==> config.mk <==
export PLATFORM = sky130hd
export DESIGN_NAME = xunit_msched
export DESIGN_NICKNAME = d
export VERILOG_FILES = /design/src/rtl/xunit_msched.sv
export SDC_FILE = /design/constraint.sdc
export NUM_CORES = 2
export LEC_CHECK = 0
export ABC_AREA = 1
export CORE_MARGIN = 2
export CORE_UTILIZATION = 40
export CTS_BUF_LIST = sky130_fd_sc_hd__clkbuf_4 sky130_fd_sc_hd__clkbuf_8 sky130_fd_sc_hd__clkbuf_16
export DETAILED_ROUTE_END_ITERATION = 10
export PLACE_DENSITY_LB_ADDON = 0.25
export SETUP_SLACK_MARGIN = 0.5
export SYNTH_ARGS = -nofsm -noshare
export SYNTH_HDL_FRONTEND = slang
export SYNTH_SLANG_ARGS = --single-unit
export TNS_END_PERCENT = 1
==> constraint.sdc <==
create_clock -name clk -period 23.7 [get_ports clk]
set_clock_uncertainty 0.15 [all_clocks]
set_input_delay 4.74 -clock clk [delete_from_list [all_inputs] [get_ports clk]]
set_output_delay 4.74 -clock clk [all_outputs]
set_load 0.05 [all_outputs]
==> src/rtl/xunit_msched.sv <==
// SHA-256 message-schedule expander: loads M_0..M_15 on in0, emits W_0..W_63 on out0.
// Optional K-constant ROM on out1 when XUNIT_MSCHED_KROM_EN is defined.
module xunit_msched #(
    parameter int unsigned DELAY_W = 32,
    parameter int unsigned DATA_W  = 32
) (
    input  logic               clk,
    input  logic               rst,
    input  logic               running,
    input  logic               run,
    output logic               done,
    input  logic [DATA_W-1:0]  in0,
    output logic [DATA_W-1:0]  out0,
    output logic [DATA_W-1:0]  out1,
    input  logic [DELAY_W-1:0] delay0
);

    localparam logic [6:0] T_END  = 7'd64;
    localparam logic [6:0] T_LOAD = 7'd16;

    logic [DELAY_W-1:0] delay_q, delay_d;
    logic [6:0]         t_q, t_d;
    logic [DATA_W-1:0]  win_q [16];
    logic [DATA_W-1:0]  win_d [16];
    logic [DATA_W-1:0]  out0_q, out0_d;
    logic [DATA_W-1:0]  w_new;
    logic               active;

    function automatic logic [DATA_W-1:0] rotr(input logic [DATA_W-1:0] x, input int unsigned n);
        return (x >> n) | (x << (DATA_W - n));
    endfunction

    function automatic logic [DATA_W-1:0] sig0(input logic [DATA_W-1:0] x);
        return rotr(x, 7) ^ rotr(x, 18) ^ (x >> 3);
    endfunction

    function automatic logic [DATA_W-1:0] sig1(input logic [DATA_W-1:0] x);
        return rotr(x, 17) ^ rotr(x, 19) ^ (x >> 10);
    endfunction

    // A word is produced only once the start delay has fully elapsed.
    assign active = !run && running && (t_q < T_END) && (delay_q == '0);

    always_comb begin
        if (t_q < T_LOAD) begin
            w_new = in0;
        end else begin
            w_new = sig1(win_q[14]) + win_q[9] + sig0(win_q[1]) + win_q[0];
        end
    end

    always_comb begin
        delay_d = delay_q;
        t_d     = t_q;
        out0_d  = out0_q;
        for (int i = 0; i < 16; i++) begin
            win_d[i] = win_q[i];
        end
        if (run) begin
            delay_d = delay0;
            t_d     = '0;
        end else if (running && (t_q < T_END)) begin
            if (delay_q != '0) begin
                delay_d = delay_q - DELAY_W'(1);
            end else begin
                out0_d = w_new;
                for (int i = 0; i < 15; i++) begin
                    win_d[i] = win_q[i+1];
                end
                win_d[15] = w_new;
                t_d       = t_q + 7'd1;
            end
        end
    end

    always_ff @(posedge clk or posedge rst) begin
        if (rst) begin
            delay_q <= '0;
            t_q     <= T_END;
            out0_q  <= '0;
            for (int i = 0; i < 16; i++) begin
                win_q[i] <= '0;
            end
        end else begin
            delay_q <= delay_d;
            t_q     <= t_d;
            out0_q  <= out0_d;
            for (int i = 0; i < 16; i++) begin
                win_q[i] <= win_d[i];
            end
        end
    end

    assign done = (t_q == T_END);
    assign out0 = out0_q;

`ifdef XUNIT_MSCHED_KROM_EN
    localparam logic [31:0] K_ROM [64] = '{
        32'h428a2f98, 32'h71374491, 32'hb5c0fbcf, 32'he9b5dba5,
        32'h3956c25b, 32'h59f111f1, 32'h923f82a4, 32'hab1c5ed5,
        32'hd807aa98, 32'h12835b01, 32'h243185be, 32'h550c7dc3,
        32'h72be5d74, 32'h80deb1fe, 32'h9bdc06a7, 32'hc19bf174,
        32'he49b69c1, 32'hefbe4786, 32'h0fc19dc6, 32'h240ca1cc,
        32'h2de92c6f, 32'h4a7484aa, 32'h5cb0a9dc, 32'h76f988da,
        32'h983e5152, 32'ha831c66d, 32'hb00327c8, 32'hbf597fc7,
        32'hc6e00bf3, 32'hd5a79147, 32'h06ca6351, 32'h14292967,
        32'h27b70a85, 32'h2e1b2138, 32'h4d2c6dfc, 32'h53380d13,
        32'h650a7354, 32'h766a0abb, 32'h81c2c92e, 32'h92722c85,
        32'ha2bfe8a1, 32'ha81a664b, 32'hc24b8b70, 32'hc76c51a3,
        32'hd192e819, 32'hd6990624, 32'hf40e3585, 32'h106aa070,
        32'h19a4c116, 32'h1e376c08, 32'h2748774c, 32'h34b0bcb5,
        32'h391c0cb3, 32'h4ed8aa4a, 32'h5b9cca4f, 32'h682e6ff3,
        32'h748f82ee, 32'h78a5636f, 32'h84c87814, 32'h8cc70208,
        32'h90befffa, 32'ha4506ceb, 32'hbef9a3f7, 32'hc67178f2
    };

    logic [DATA_W-1:0] out1_q;

    always_ff @(posedge clk or posedge rst) begin
        if (rst) begin
            out1_q <= '0;
        end else if (active) begin
            out1_q <= DATA_W'(K_ROM[t_q[5:0]]);
        end
    end

    assign out1 = out1_q;
`else
    assign out1 = '0;
`endif

endmodule

; ---- Word level (Yosys, flattened, before mapping)
; Index checks and enable logic that the tools add are counted.
[word_totals]
regBits = 551
input_bits = 68
out_inout_bits = 65
wordCells = 51
[op_classes]
n_addsub = 5
magnitude_cmp = 2
eq_ne = 2
n_mux = 7
bitwise = 10
n_reduce_logical = 7
[ops]
columns = operator, n
row1 = two-way mux 32 bit, 4
row2 = adder 32 bit, 3
row3 = XOR 32 bit, 2
row4 = OR 13 x 32 -> 32 bit, 1
row5 = OR 14 x 32 -> 32 bit, 1
row6 = OR 15 x 32 -> 32 bit, 1
row7 = OR 25 x 32 -> 32 bit, 1
row8 = nonzero test 32 bit, 1
row9 = "subtractor 32 x 1 -> 32 bit, second input constant", 1
row10 = XOR 32 x 22 -> 32 bit, 1
row11 = XOR 32 x 29 -> 32 bit, 1
row12 = two-way mux 7 bit, 3
row13 = "adder 7 x 1 -> 7 bit, second input constant", 1
row14 = "== test 7 bit, second input constant", 1
row15 = "less-than comparator 7 x 5 -> 1 bit, second input constant", 1
row16 = "less-than comparator 7 bit, second input constant", 1
row17 = AND reduction 2 bit, 2
row18 = nonzero test 2 bit, 2
row19 = AND reduction 3 bit, 1
row20 = "!= test 2 bit, second input constant", 1
row21 = NOT 1 bit, 2
row22 = logical AND 1 bit, 1

; ---- Longest topological paths before layout
[depth]
ltp_word = 7
mapped_depth = 20
mapped_depth_nobuf = 20

; ---- Worst setup path after synthesis
; Ideal clock, no wire load.
[synth_path]
path_type = reg-to-output
start = reg t_q[6]
end = out done
arrival_time_ns = 2.061
t_required_ns = 18.810
slack_ns = 16.749
stages_incl_launch_ff = 3
path_buffers = 0
cell_sequence = dfstp_2 inv_1 nor4_1
[synth_between]
elab_chain_len = 1
[synth_rtl]
columns = item, line_no
row1 = from (decl), 22  ; logic [6:0] t_q, t_d;
row2 = from (signal assigned), 86  ; t_q <= t_d;
row3 = == test 7 bit, 94  ; assign done = (t_q == T_END);
row4 = to (decl), 11  ; output logic done,
; No other way between the ends.

; ---- Final worst setup path
[layout_path]
start = in run
end = reg out0_q[31] (netlist: out0[31])
[layout_between]
elab_chain_len = 2
[layout_rtl]
columns = item, line_no
row1 = from (decl), 10  ; input logic run,
row2 = NOT 1 bit (no source line), n/a
row3 = AND reduction 3 bit (no source line), n/a
row4 = to (signal assigned), 87  ; out0_q <= out0_d;
row5 = to (decl), 25  ; logic [DATA_W-1:0] out0_q, out0_d;
; No other way between the ends.
; A chain may end at the register's enable or synchronous reset.

==> summary.md <==
| Metric | Value |
|---|---|
| R2R depth | `14` |
| CP max-delay cell | `buf_4` |
| DRT antenna net count | `0` |
| Most frequent cell after synthesis | `nand2_1` |
| Critical Path Max Stage Delay | `a little over 0.8 ns` |
| Clock buffer count from CTS | `59` |
| MaxCap Viol Count | `0` |
| Routability Congestion | `0.918` |
| CTS tree | `built` |
| Hold_sp | `win_q[252]` |
| # IOs | `133` |
| Mapped Area | `around 0.028 mm^2` |
| Tightest Hold Check Type | `reg -> reg` |
| Initial Utilization | `0.406` |
| Total power | `around 2 mW` |
| Die ar. | `about 0.072 mm^2` |
| YS warnings | `0` |
| Mapped Avg Cell Area | `about 8.2 um^2` |
| Fmax achieved | `about 130 MHz` |
| WS Path Type | `in -> reg` |
| Predominant post-synthesis flop cell | `dfrtp_1` |
| First-pass GRT wire length | `~110,000 um` |
| Synth top area cells | `dfrtp_1, nand2_1, fa_1` |
| Netlist cell types | `45` |
| Chip Height | `268 um` |
| PD cells | `approximately 65 mW/mm^2` |
| Reg2Reg Launch Point | `delay_q[0]` |
| Final Core Density | `0.449` |
| Post_cts resized | `0` |
| Final antenna diode count | `0` |
| Pre-Repair DR Iteration Count | `5` |
| Net count, final | `3,555` |
| Die span in x | `between 200 and 300 um` |
| Static leakage | `between 15 and 20 nW` |
| DR DRC count | `0` |
| Largest net degree at the start of global routing | `between 200 and 250` |
| Post-DP HPWL | `47,700 um` |
| Cell Chain, Critical Path | `clkdlybuf4s50_1, buf_4, inv_1, nand4_4, buf_4, buf_12, nor2_1, nand2_1, nand2_1` |
| Post-Syn Instances | `roughly 3.4k` |
| Routed WL per cell | `approximately 16 um` |
| Post-CTS Hold Fix Bufs | `0` |
| CP Capture Type | `register` |
| Area leader, netlist | `dfrtp_1` |
| Share of layout cells above drive strength 1 | `0.0459` |
| Iteration-0 DRC Markers | `~1.8k` |
| Input/output buffers | `100` |
| Reg-to-reg slack, setup | `19.46 ns` |
| Core area | `roughly 0.07 mm^2` |
| GRT Residual Overflow | `0` |
| Final Non-Filler Cells | `around 4.4k` |
| Worst-path clk slew | `0.06 ns` |
| Hold path depth | `2` |
| Clock Root Buffer | `clkbuf_16` |
| Vias | `slightly above 20k` |
| Area share of the largest cell type after synthesis | `0.492` |
| Outcome | `completed` |
| CTS sink cnt | `approximately 550` |
| Setup TNS | `0 ns` |
| Most frequent cells after synthesis | `nand2_1, dfrtp_1, inv_1` |
| Total Wirelength | `about 69,000 um` |
| Yosys reg bits | `between 500 and 600` |
| Final Hold Viols | `0` |
| CTS H-Tree Depth | `2` |
| Fin crit share | `0.329` |
| Row count | `96` |
| Post-synth EDFFs | `0` |
| Worst-Margin Slew | `~1.2 ns` |
| Arrival @ worst endpoint | `about 8.2 ns` |
| Final Max Tran Viols | `0` |
| Initial antenna violation count | `2` |
| Asr flop ratio synth | `1.00` |
| Layout area overhead | `10.6%` |
| Vias in the first global route | `19.8k` |
| Max FO, Critical Path | `between 200 and 250` |
| RSZ-0062 raised after global routing | `no` |
| Reg-to-Reg End | `out0[31]` |
| Slew Limit Headroom | `0.227` |
| CTS max path bufs | `3` |
| Post-route minimum period | `~7.8 ns` |
| Worst setup SP type | `input port` |
| Inst Count DP | `roughly 4.3k` |
| Later-pin clock latency in the skew report | `approximately 0.63 ns` |
| Sequential fraction of the synthesis area | `0.493` |
| CP required | `around 24 ns` |
| Setup Viol. Count Final | `0` |
| Total GRT Usage | `0.197` |
| Peak VDD IR | `between 0.06 and 0.07 mV` |
| Worst Hold Path EP | `win_q[284]` |
| Final hold slack | `around 0.31 ns` |
| Vias per std cell | `about 4.7` |
| Post-CTS Setup Inserts | `0` |
## cell type report
type | count | area, um^2
Clock buffer | 93 | 1850
Clock inverter | 18 | 243
Fill cell | 6891 | 38000
Inverter | 315 | 1190
Multi-Input combinational cell | 2348 | 11500
Sequential cell | 551 | 13800
Tap cell | 931 | 1160
Timing Repair Buffer | 117 | 1180
## logic make-up (layout without fill, tap and decap cells)
group	Yosys count	in the layout	synth area share
multiplexers	6	6	0.00215
AO/OA/AOI/OAI	262	262	0.0496
other	1	32	0.000134
buffers and inverters	536	543	0.0995
flip-flops	551	551	0.493
AND/OR/NAND/NOR	1808	1808	0.251
adder cells (fa/ha/maj)	95	95	0.0591
XOR/XNOR	145	145	0.0454
## metal layers
metal | vias up | global-route usage | routed length (um)
li1 | 10200 | - | -
met1 | 9907 | 0.287 | 32600
met2 | 359 | 0.302 | 31400
met3 | 99 | 0.0353 | 3480
met4 | 0 | 0.0553 | 1560
met5 | - | 0 | 0
## registers in the layout, indices dropped and copies added, names as in the netlist
register  cells
out0         32
t_q           7
win_q       480
delay_q      32
## critical path, delay by kind of cell
kind	cells	cell delay, ns
AND/OR/NAND/NOR	4	0.70
buffers and inverters	5	2.30
## where the power goes
group | switching (mW) | internal [mW]
Clock | 0.388 | 0.581
Sequential | 0.00924 | 0.948
Combinational | 0.0550 | 0.0236
Total | 0.452 | 1.55
## cell usage in the layout (no fill, tap or decap), drive strengths merged, types with 4 or more instances in the layout
master         instances
clkdlybuf4s50        100
nor3                   9
clkbuf                93
bufinv                 4
nor2                 151
fa                    62
mux2i                  6
inv                  316
o21ai                214
a21oi                 24
xnor2                 74
o22ai                  5
o211ai                 7
clkinv                11
nand4                  8
xor2                  71
conb                  32
ha                    33
buf                   17
nand2               1552
dfrtp                550
nand3                 74
or2                    8
## per-stage QoR
step	setup slack (ns)	cell area, um^2
2_1_floorplan	3.41	28100
3_3_place_gp	15.31	28800
3_5_place_dp	15.34	28800
4_1_cts	16.01	30900
5_1_grt	15.64	30900
6_report	15.91	30900
## how the worst max path moves through the flow
stage | from | endpoint | slack [ns]
floorplan | rst | delay_q[0] | 3.41
global placement | run | out0[31] | 15.31
detailed placement | run | out0[31] | 15.34
CTS | run | out0[31] | 16.01
global route | run | win_q[179] | 15.64
finish | run | out0[31] | 15.91
No activity file was read; power rests on OpenSTA's default activity.
